===== src/rtl/wled_pkg.sv =====
// Shared types and elaboration-time helpers for the WS2812 frame scheduler.
package wled_pkg;

    typedef enum logic [2:0] {
        ST_IDLE  = 3'd0,
        ST_LOAD  = 3'd1,
        ST_SEND  = 3'd2,
        ST_DRAIN = 3'd3,
        ST_LATCH = 3'd4
    } wled_state_t;

    localparam int CH_W      = 8;
    localparam int GRB_G_LSB = 16;
    localparam int GRB_R_LSB = 8;
    localparam int GRB_B_LSB = 0;

    function automatic int period_cycles(input int clk_mhz, input int frame_hz);
        return (clk_mhz * 1000000) / frame_hz;
    endfunction

    function automatic int latch_cycles(input int latch_us, input int clk_mhz);
        return latch_us * clk_mhz;
    endfunction

    // Width of a counter holding 0..n-1; never narrower than one bit.
    function automatic int cnt_width(input int n);
        return (n <= 2) ? 1 : $clog2(n);
    endfunction

endpackage


===== src/rtl/wled_frame_sched_if.sv =====
// Word stream from the frame scheduler to the WS2812 serializer.
interface wled_frame_sched_if;
    logic        led_valid;
    logic        led_ready;
    logic [23:0] led_grb;
    logic [7:0]  led_index;

    modport master (output led_valid, output led_grb, output led_index, input led_ready);
    modport slave  (input led_valid, input led_grb, input led_index, output led_ready);
endinterface


===== src/rtl/wled_tick_gen.sv =====
// Refresh-period counter with a one-deep latch for ticks that arrive mid-frame.
module wled_tick_gen
    import wled_pkg::*;
#(
    parameter int PERIOD = 1000
)(
    input  logic clk,
    input  logic rst_n,
    input  logic in_idle,
    input  logic take,
    output logic start
);
    localparam int CW = cnt_width(PERIOD);

    logic [CW-1:0] period_cnt_reg;
    logic          pending_reg;
    logic          tick;

    assign tick  = (period_cnt_reg == CW'(PERIOD - 1));
    assign start = tick | pending_reg;

    always_ff @(posedge clk or negedge rst_n) begin
        if (!rst_n) begin
            period_cnt_reg <= '0;
            pending_reg    <= 1'b0;
        end else begin
            period_cnt_reg <= tick ? '0 : period_cnt_reg + 1'b1;
            // Ticks seen while idle are either taken or dropped (enable low).
            if (take)
                pending_reg <= 1'b0;
            else if (tick && !in_idle)
                pending_reg <= 1'b1;
        end
    end
endmodule


===== src/rtl/wled_frame_sched.sv =====
// Frame-coherent WS2812 scheduler: snapshot colours once per period, stream
// NUM_LEDS GRB words, wait for the serializer to drain, then hold the latch gap.
module wled_frame_sched
    import wled_pkg::*;
#(
    parameter int CLK_MHZ      = 27,
    parameter int NUM_LEDS     = 8,
    parameter int FRAME_HZ     = 50,
    parameter int LATCH_US     = 80,
    parameter int BLINK_FRAMES = 25
)(
    input  logic                clk,
    input  logic                rst_n,
    input  logic                enable,
    input  logic [7:0]          brightness,
    input  logic [NUM_LEDS-1:0] green,
    input  logic [NUM_LEDS-1:0] red,
    input  logic [NUM_LEDS-1:0] blue,
    input  logic [NUM_LEDS-1:0] blink,
    input  logic                drv_busy,
    output logic                frame_done,
    wled_frame_sched_if.master  led
);
    localparam int PERIOD    = period_cycles(CLK_MHZ, FRAME_HZ);
    localparam int LATCH_CYC = latch_cycles(LATCH_US, CLK_MHZ);
    localparam int IDX_W     = cnt_width(NUM_LEDS);
    localparam int LW        = cnt_width(LATCH_CYC);
    localparam int FW        = cnt_width(BLINK_FRAMES);

    wled_state_t         state_reg, state_next;
    logic [IDX_W-1:0]    idx_reg;
    logic [LW-1:0]       latch_cnt_reg;
    logic [FW-1:0]       frame_cnt_reg;
    logic                phase_reg;
    logic [NUM_LEDS-1:0] snap_green_reg, snap_red_reg, snap_blue_reg, snap_blink_reg;
    logic                start, take, last_word, latch_end;
    logic [23:0]         word_arr [NUM_LEDS];

    assign last_word = (idx_reg == IDX_W'(NUM_LEDS - 1));
    assign latch_end = (latch_cnt_reg == '0);

    wled_tick_gen #(.PERIOD(PERIOD)) u_tick (
        .clk     (clk),
        .rst_n   (rst_n),
        .in_idle (state_reg == ST_IDLE),
        .take    (take),
        .start   (start)
    );

    always_ff @(posedge clk or negedge rst_n) begin
        if (!rst_n)
            state_reg <= ST_IDLE;
        else
            state_reg <= state_next;
    end

    always_comb begin
        state_next = state_reg;
        case (state_reg)
            ST_IDLE:  if (start && enable)               state_next = ST_LOAD;
            ST_LOAD:                                     state_next = ST_SEND;
            ST_SEND:  if (led.led_ready && last_word)    state_next = ST_DRAIN;
            ST_DRAIN: if (!drv_busy)                     state_next = ST_LATCH;
            ST_LATCH: if (latch_end)                     state_next = ST_IDLE;
            default:                                     state_next = ST_IDLE;
        endcase
    end

    // Colour words come from the snapshot; brightness and blink phase are live.
    for (genvar gi = 0; gi < NUM_LEDS; gi++) begin : g_word
        logic        lit;
        logic [23:0] word;
        assign lit = !(snap_blink_reg[gi] && phase_reg);
        always_comb begin
            word = '0;
            word[GRB_G_LSB +: CH_W] = (snap_green_reg[gi] && lit) ? brightness : '0;
            word[GRB_R_LSB +: CH_W] = (snap_red_reg[gi]   && lit) ? brightness : '0;
            word[GRB_B_LSB +: CH_W] = (snap_blue_reg[gi]  && lit) ? brightness : '0;
        end
        assign word_arr[gi] = word;
    end

    always_comb begin
        take           = (state_reg == ST_IDLE) && start && enable;
        led.led_valid  = (state_reg == ST_SEND);
        led.led_grb    = (state_reg == ST_SEND) ? word_arr[idx_reg] : '0;
        led.led_index  = 8'(idx_reg);
        frame_done     = (state_reg == ST_LATCH) && latch_end;
    end

    always_ff @(posedge clk or negedge rst_n) begin
        if (!rst_n) begin
            idx_reg        <= '0;
            latch_cnt_reg  <= '0;
            frame_cnt_reg  <= '0;
            phase_reg      <= 1'b0;
            snap_green_reg <= '0;
            snap_red_reg   <= '0;
            snap_blue_reg  <= '0;
            snap_blink_reg <= '0;
        end else begin
            case (state_reg)
                ST_LOAD: begin
                    snap_green_reg <= green;
                    snap_red_reg   <= red;
                    snap_blue_reg  <= blue;
                    snap_blink_reg <= blink;
                    idx_reg        <= '0;
                end
                ST_SEND: if (led.led_ready && !last_word) idx_reg <= idx_reg + 1'b1;
                ST_DRAIN: if (!drv_busy) latch_cnt_reg <= LW'(LATCH_CYC - 1);
                ST_LATCH: begin
                    if (!latch_end) begin
                        latch_cnt_reg <= latch_cnt_reg - 1'b1;
                    end else if (frame_cnt_reg == FW'(BLINK_FRAMES - 1)) begin
                        frame_cnt_reg <= '0;
                        phase_reg     <= ~phase_reg;
                    end else begin
                        frame_cnt_reg <= frame_cnt_reg + 1'b1;
                    end
                end
                default: ;
            endcase
        end
    end
endmodule

===== src/flat_wrapper.sv =====
// flat-port wrapper written by rule: the top's interface ports become plain ports
module wled_frame_sched_flat import wled_pkg::*;
#(
    parameter int CLK_MHZ      = 27,
    parameter int NUM_LEDS     = 8,
    parameter int FRAME_HZ     = 50,
    parameter int LATCH_US     = 80,
    parameter int BLINK_FRAMES = 25
)
  (clk, rst_n, enable, brightness, green, red, blue, blink, drv_busy, frame_done, led_led_valid, led_led_grb, led_led_index, led_led_ready);
  wled_frame_sched_if led_i ();
  input  logic clk;
  input  logic rst_n;
  input  logic enable;
  input  logic [7:0] brightness;
  input  logic [NUM_LEDS-1:0] green;
  input  logic [NUM_LEDS-1:0] red;
  input  logic [NUM_LEDS-1:0] blue;
  input  logic [NUM_LEDS-1:0] blink;
  input  logic drv_busy;
  output logic frame_done;
  output wire logic [$bits(led_i.led_valid)-1:0] led_led_valid;
  output wire logic [$bits(led_i.led_grb)-1:0] led_led_grb;
  output wire logic [$bits(led_i.led_index)-1:0] led_led_index;
  input wire logic [$bits(led_i.led_ready)-1:0] led_led_ready;
  assign led_led_valid = led_i.led_valid;
  assign led_led_grb = led_i.led_grb;
  assign led_led_index = led_i.led_index;
  assign led_i.led_ready = led_led_ready;
  wled_frame_sched #(.CLK_MHZ(CLK_MHZ), .NUM_LEDS(NUM_LEDS), .FRAME_HZ(FRAME_HZ), .LATCH_US(LATCH_US), .BLINK_FRAMES(BLINK_FRAMES)) u_core (.clk(clk), .rst_n(rst_n), .enable(enable), .brightness(brightness), .green(green), .red(red), .blue(blue), .blink(blink), .drv_busy(drv_busy), .frame_done(frame_done), .led(led_i));
endmodule

===== config.mk =====
export PLATFORM = sky130hd
export DESIGN_NAME = wled_frame_sched_flat
export DESIGN_NICKNAME = d
export VERILOG_FILES = /design/src/rtl/wled_pkg.sv /design/src/rtl/wled_frame_sched_if.sv /design/src/rtl/wled_tick_gen.sv /design/src/rtl/wled_frame_sched.sv /design/src/flat_wrapper.sv
export SDC_FILE = /design/constraint.sdc
export NUM_CORES = 1
export LEC_CHECK = 0
export BUFFER_PORTS_ARGS = -buffer_cell sky130_fd_sc_hd__buf_2
export CAP_MARGIN = 25
export CORE_UTILIZATION = 30
export CTS_CLUSTER_DIAMETER = 150
export DETAILED_ROUTE_END_ITERATION = 8
export SLEW_MARGIN = 20
export SYNTH_ARGS = -nofsm -noshare
export SYNTH_HDL_FRONTEND = slang
export SYNTH_SLANG_ARGS = --single-unit

===== constraint.sdc =====
create_clock -name clk -period 3.8 [get_ports clk]
set_clock_uncertainty 0.1 [all_clocks]
set_input_delay 0.38 -clock clk [delete_from_list [all_inputs] [get_ports clk]]
set_output_delay 0.38 -clock clk [all_outputs]
set_load 0.02 [all_outputs]

======== Word-level counts from Yosys, hierarchy flattened ========
Index checks and enable logic that the tools add are counted.
storage, ports and cells
  register bits after elaboration ......... 77
  output and inout bits ................... 34
  bits of input ports ..................... 45
  logic and storage cells ................. 133
cells by class
  add/subtract/negate cells ............... 4
  reduce and logical (&&, ||, !) cells .... 59
  equal/unequal tests ..................... 13
  $lt $le $gt $ge ......................... 1
  muxes and demuxes ....................... 42
  bitwise operators ....................... 3
operators with widths
  kind                                                                   count
  8-bit 2-to-1 mux                                                       24
  24-bit binary-select mux with 3-bit select                             1
  24-bit 2-to-1 mux                                                      3
  1-bit logical AND                                                      39
  12-bit 2-to-1 mux                                                      2
  12-bit case mux with 2 select lines                                    1
  20-bit by 1-bit adder with 20-bit output (second input constant)       1
  20-bit == test (second input constant)                                 1
  20-bit 2-to-1 mux                                                      1
  3-bit 2-to-1 mux                                                       5
  3-bit case mux with 5 select lines                                     1
  12-bit zero test                                                       1
  12-bit by 1-bit subtractor with 12-bit output (second input constant)  1
  1-bit zero test                                                        10
  2-bit by 1-bit != test with 1-bit output (second input constant)       4
  3-bit by 2-bit == test with 1-bit output (second input constant)       2
  3-bit == test (second input constant)                                  2
  3-bit case mux with 2 select lines                                     1
  3-bit AND reduction                                                    2
  2-bit nonzero test                                                     3
  5-bit by 1-bit adder with 5-bit output (second input constant)         1
  5-bit == test (second input constant)                                  1
  5-bit 2-to-1 mux                                                       1
  4-bit greater-or-equal comparator (second input constant)              1
  other kinds (10)                                                       13

======== Depth between registers and ports, before layout ========
  depth after elaboration ................. 8
  mapped depth ............................ 8
  gate-level depth less buffers ........... 7

======== Modules after synthesis ========
Synthesis repeated with hierarchy kept, for this count alone.
second synthesis, totals
  cell total of the unflattened synthesis .. 387
  area, all modules ....................... 4067.7 um^2
by module, submodules not included
  module            instances  cells each  area an instance (um^2)
  wled_frame_sched  1          292         3056.7
  wled_tick_gen     1          95          1011.0

======== Worst setup path after synthesis ========
Ideal clock, no wire load.
  path kind ............................... register to output
  start ................................... register u_core.idx_reg[0]
  end ..................................... output led_led_grb[0]
  data arrival time ....................... 1.899 ns
  path slack .............................. 1.421 ns
  stages on the path, launching flop included .. 6
  path through ............................ dfrtp_1 buf_2 mux2_2 a211oi_1 o21ai_0 nand2_1
on the way
  cells in the longest elaborated chain, start to end .. 5
RTL lines
  what                                                  RTL line                 text
  start, declared                                       wled_frame_sched.sv:31   logic [IDX_W-1:0] idx_reg;
  start signal, assigned                                wled_frame_sched.sv:110  ST_SEND: if (led.led_ready && !last_word) idx_reg <= idx_reg + 1'b1;
  3-bit NOT with 4-bit output (not written as such)     wled_frame_sched.sv:86   led.led_grb = (state_reg == ST_SEND) ? word_arr[idx_reg] : '0;
  24-bit binary-select mux with 3-bit select            wled_frame_sched.sv:86
  24-bit 2-to-1 mux (not written as such) (2 in a row)  wled_frame_sched.sv:86
  24-bit 2-to-1 mux                                     wled_frame_sched.sv:86
  end, declared                                         flat_wrapper.sv:23       output wire logic [$bits(led_i.led_grb)-1:0] led_led_grb;
Every way passes these cells. The select of a mux whose other input is x is not followed.

======== Worst setup path after layout ========
  start ................................... register u_core.idx_reg[0]
  end ..................................... output led_led_grb[23]
The elaborated chain is that of the path after synthesis.

==> results.json <==
{
  "crit_type": "reg -> out",
  "synth_area_per_cell_um2": 10.07,
  "slew_viol_final": 0,
  "reg2reg_to": "u_core.u_tick.period_cnt_reg[8]",
  "cts_tree": "done",
  "cpLargestDelayFamily": "compound AO/OA/AOI/OAI gates",
  "p_leak_uw": 0.002383,
  "die_w_um": 122.0,
  "cp.required_ns": 3.32,
  "slowest_stage": "a211oi_1",
  "r2r_start": "u_core.u_tick.period_cnt_reg[0]",
  "post-route-min-period_ns": 3.249,
  "synth_xor_area_share_pct": 3.244,
  "clockRootBuffer": "clkbuf_16",
  "synth_edf_count": 0,
  "hold_class": "in -> reg",
  "cp_cell_sequence": "buf_4, mux2_2, a211oi_1, o21ai_0, nand2_1, buf_2",
  "grt_overflow_total": 0,
  "hold_violations": 0,
  "layout.nets": 558,
  "grt_usage_pct": 15.10,
  "io_buffers": 73,
  "first_pass_iters": 4,
  "cts_hold_buffers": 0,
  "netlist_area_um2": 4319,
  "area_delta_synth_final_pct": 20.92,
  "pwr-share-comb_pct": 37.9,
  "grt_pass1_wl_um": 17350,
  "synth_cells": 429,
  "fp.dieH_um": 122.0,
  "fin_crit_sh_pct": 85.50,
  "ff2ff_path_depth": 5,
  "met3_usage_pct": 3.745,
  "place_hpwl_um": 8026,
  "worstSetupStartpointType": "flop",
  "yosys-mux-area-fraction_pct": 13.62,
  "synth_area_leaders": "dfrtp_1, mux2_2, o21ai_0",
  "crit_start": "u_core.idx_reg[0]",
  "yosysSeqAreaShare_pct": 44.61,
  "tns_ns": 0,
  "hold_ws_ns": 0.1531,
  "drv_cap": 0,
  "p_per_area_nw_per_um2": 662.2,
  "synthFlopType": "dfrtp_1",
  "synth_top_cell_area_share_pct": 44.61,
  "fmax_mhz": 307.8,
  "synth_cell_types": 50,
  "clock-sinks": 77,
  "synth_compound_area_share_pct": 13.56,
  "drc": 0,
  "clkPwrFrac_pct": 25.8,
  "switchingPower_uw": 1261,
  "crit_path_end_kind": "output port",
  "p_int_uw": 2197,
  "switching_share_pct": 36.47,
  "cp.arrival_ns": 2.77,
  "final_util_pct": 37.33,
  "fillers": 1410,
  "synthArstFlopShare_pct": 100.0,
  "viasPerCell": 5.119,
  "ant_nets": 0,
  "holdPathStages": 2,
  "critPathBufInv": 2,
  "hold_path_startpoint": "enable",
  "clkLatencyLatePin_ns": 0.33,
  "dp_cells": 673,
  "yosysWarningCount": 0,
  "synth_largest_area_cell": "dfrtp_1",
  "max_stage_delay_ns": 0.80,
  "final_cells": 691,
  "met1_usage_pct": 18.19,
  "fp.coreArea_um2": 13990,
  "die_area_um2": 14880,
  "grt_pass1_vias": 3491,
  "clk_path_buf_depth": 2,
  "num_rows": 43,
  "cp_max_fo": 16,
  "tightest_slew_ns": 0.9679,
  "synth_simple_gate_area_share_pct": 19.09,
  "antenna_found_initial": 1,
  "p_seq_share_pct": 36.3,
  "synth_top_family_by_area": "simple AND/OR/NAND/NOR gates",
  "clk_pin_slew_ns": 0.06,
  "grt_max_degree": 78,
  "place_ws_ns": 0.9280,
  "initial_utilization_pct": 30.88,
  "drtIter0Drc": 225,
  "ctsResizeCount": 0,
  "gp_congestion": 0.9081,
  "top_usage_layer": "met2",
  "synth-seq-cells": 77,
  "drive_above_1_share_pct": 29.02,
  "slew_headroom_pct": 35.08,
  "ir_drop_mv": 0.1854,
  "largest_reg_flops": 20,
  "post-cts-setup-buffer-count": 0,
  "wl_per_cell_um": 15.33,
  "synth_fa_ha_area_share_pct": 2.028,
  "ff2ff_setup_slack_ns": 1.50,
  "cts_buffers": 9,
  "drt-total-wl_um": 10600,
  "vias": 3537,
  "critPathCapture": "led_led_grb[23]",
  "timing.final.ws_setup_ns": 0.5509,
  "grt_setup_unrepaired": "false",
  "setup_viol": 0,
  "status": "complete, no violations",
  "use_met2_pct": 25.67,
  "io_pins": 79,
  "htree_levels": 3,
  "cp_num_cells": 6
}
[power groups by stage]
stage               clock (µW)  sequential [µW]  combinational, µW
floorplan                    0             1180                964
global placement             0             1270               1310
detailed placement           0             1270               1320
CTS                        922             1260               1320
global route               967             1290               1440
finish                     893             1250               1310
[cells in the final DEF, fill, tap and decap left out, drive strengths merged, types with 3 or more instances in the layout]
master   n
buf     82
dfrtp   77
o21ai   60
nand2   39
mux2    38
nor2    17
mux2i   16
a211oi  16
nand3   13
inv     12
and3b   10
and3     9
xnor2    9
nor3     9
a21oi    9
clkbuf   9
or4      8
xor2     7
ha       7
nor4     7
o31ai    6
conb     5
or3      5
nand3b   4
nand4    3
nor3b    3
[through the flow]
step	instance area, µm²	total power (µW)
2_1_floorplan	4334	2148
3_3_place_gp	4876	2573
3_5_place_dp	4876	2588
4_1_cts	5190	3501
5_1_grt	5220	3697
6_report	5223	3458
[how the worst min path moves through the flow]
stage                                                  end  slack (ns)
after floorplan                    u_core.frame_cnt_reg[0]       -0.02
after global placement    u_core.u_tick.period_cnt_reg[19]        0.36
after detailed placement   u_core.u_tick.period_cnt_reg[0]        0.37
after CTS                        u_core.u_tick.pending_reg        0.13
after global routing             u_core.u_tick.pending_reg        0.16
final                            u_core.u_tick.pending_reg        0.15
[metal layers]
metal	wire [µm]	part of all wire (%)
met2	5232	49
met5	0	0
met3	554	5.2
met4	165	1.6
met1	4643	44
[synthesized netlist by cell type (all sizes together) (7+ instances only)]
| library cell | count |
|---|---|
| mux2i | 16 |
| nor3 | 9 |
| and3 | 9 |
| and3b | 10 |
| or4 | 8 |
| nor2 | 17 |
| ha | 7 |
| xnor2 | 9 |
| dfrtp | 77 |
| nand3 | 13 |
| a21oi | 9 |
| a211oi | 16 |
| xor2 | 7 |
| nor4 | 7 |
| clkbuf | 9 |
| buf | 12 |
| o21ai | 60 |
| inv | 12 |
| nand2 | 39 |
| mux2 | 38 |
[logic make-up after synthesis]
kind of cell,Yosys count
xor gates and xnor gates,16
buffers and inverters,33
other,1
AOI/OAI and AO/OA,101
muxes,54
adders and majority gates,7
DFF,77
and+or+nand+nor,140
[layout make-up]
| type | count | area, µm² | area share [%] |
|---|---|---|---|
| Antenna cell | 1 | 2.502 | 0.04792 |
| Clock buffer | 9 | 225.2 | 4.312 |
| Clock inverter | 6 | 88.84 | 1.701 |
| Inverter | 12 | 45.04 | 0.8625 |
| Multi-Input combinational cell | 323 | 2251 | 43.10 |
| Sequential cell | 77 | 1927 | 36.90 |
| Tap cell | 180 | 225.2 | 4.312 |
| Timing Repair Buffer | 83 | 457.9 | 8.769 |
No activity file was read; power rests on OpenSTA's default activity.
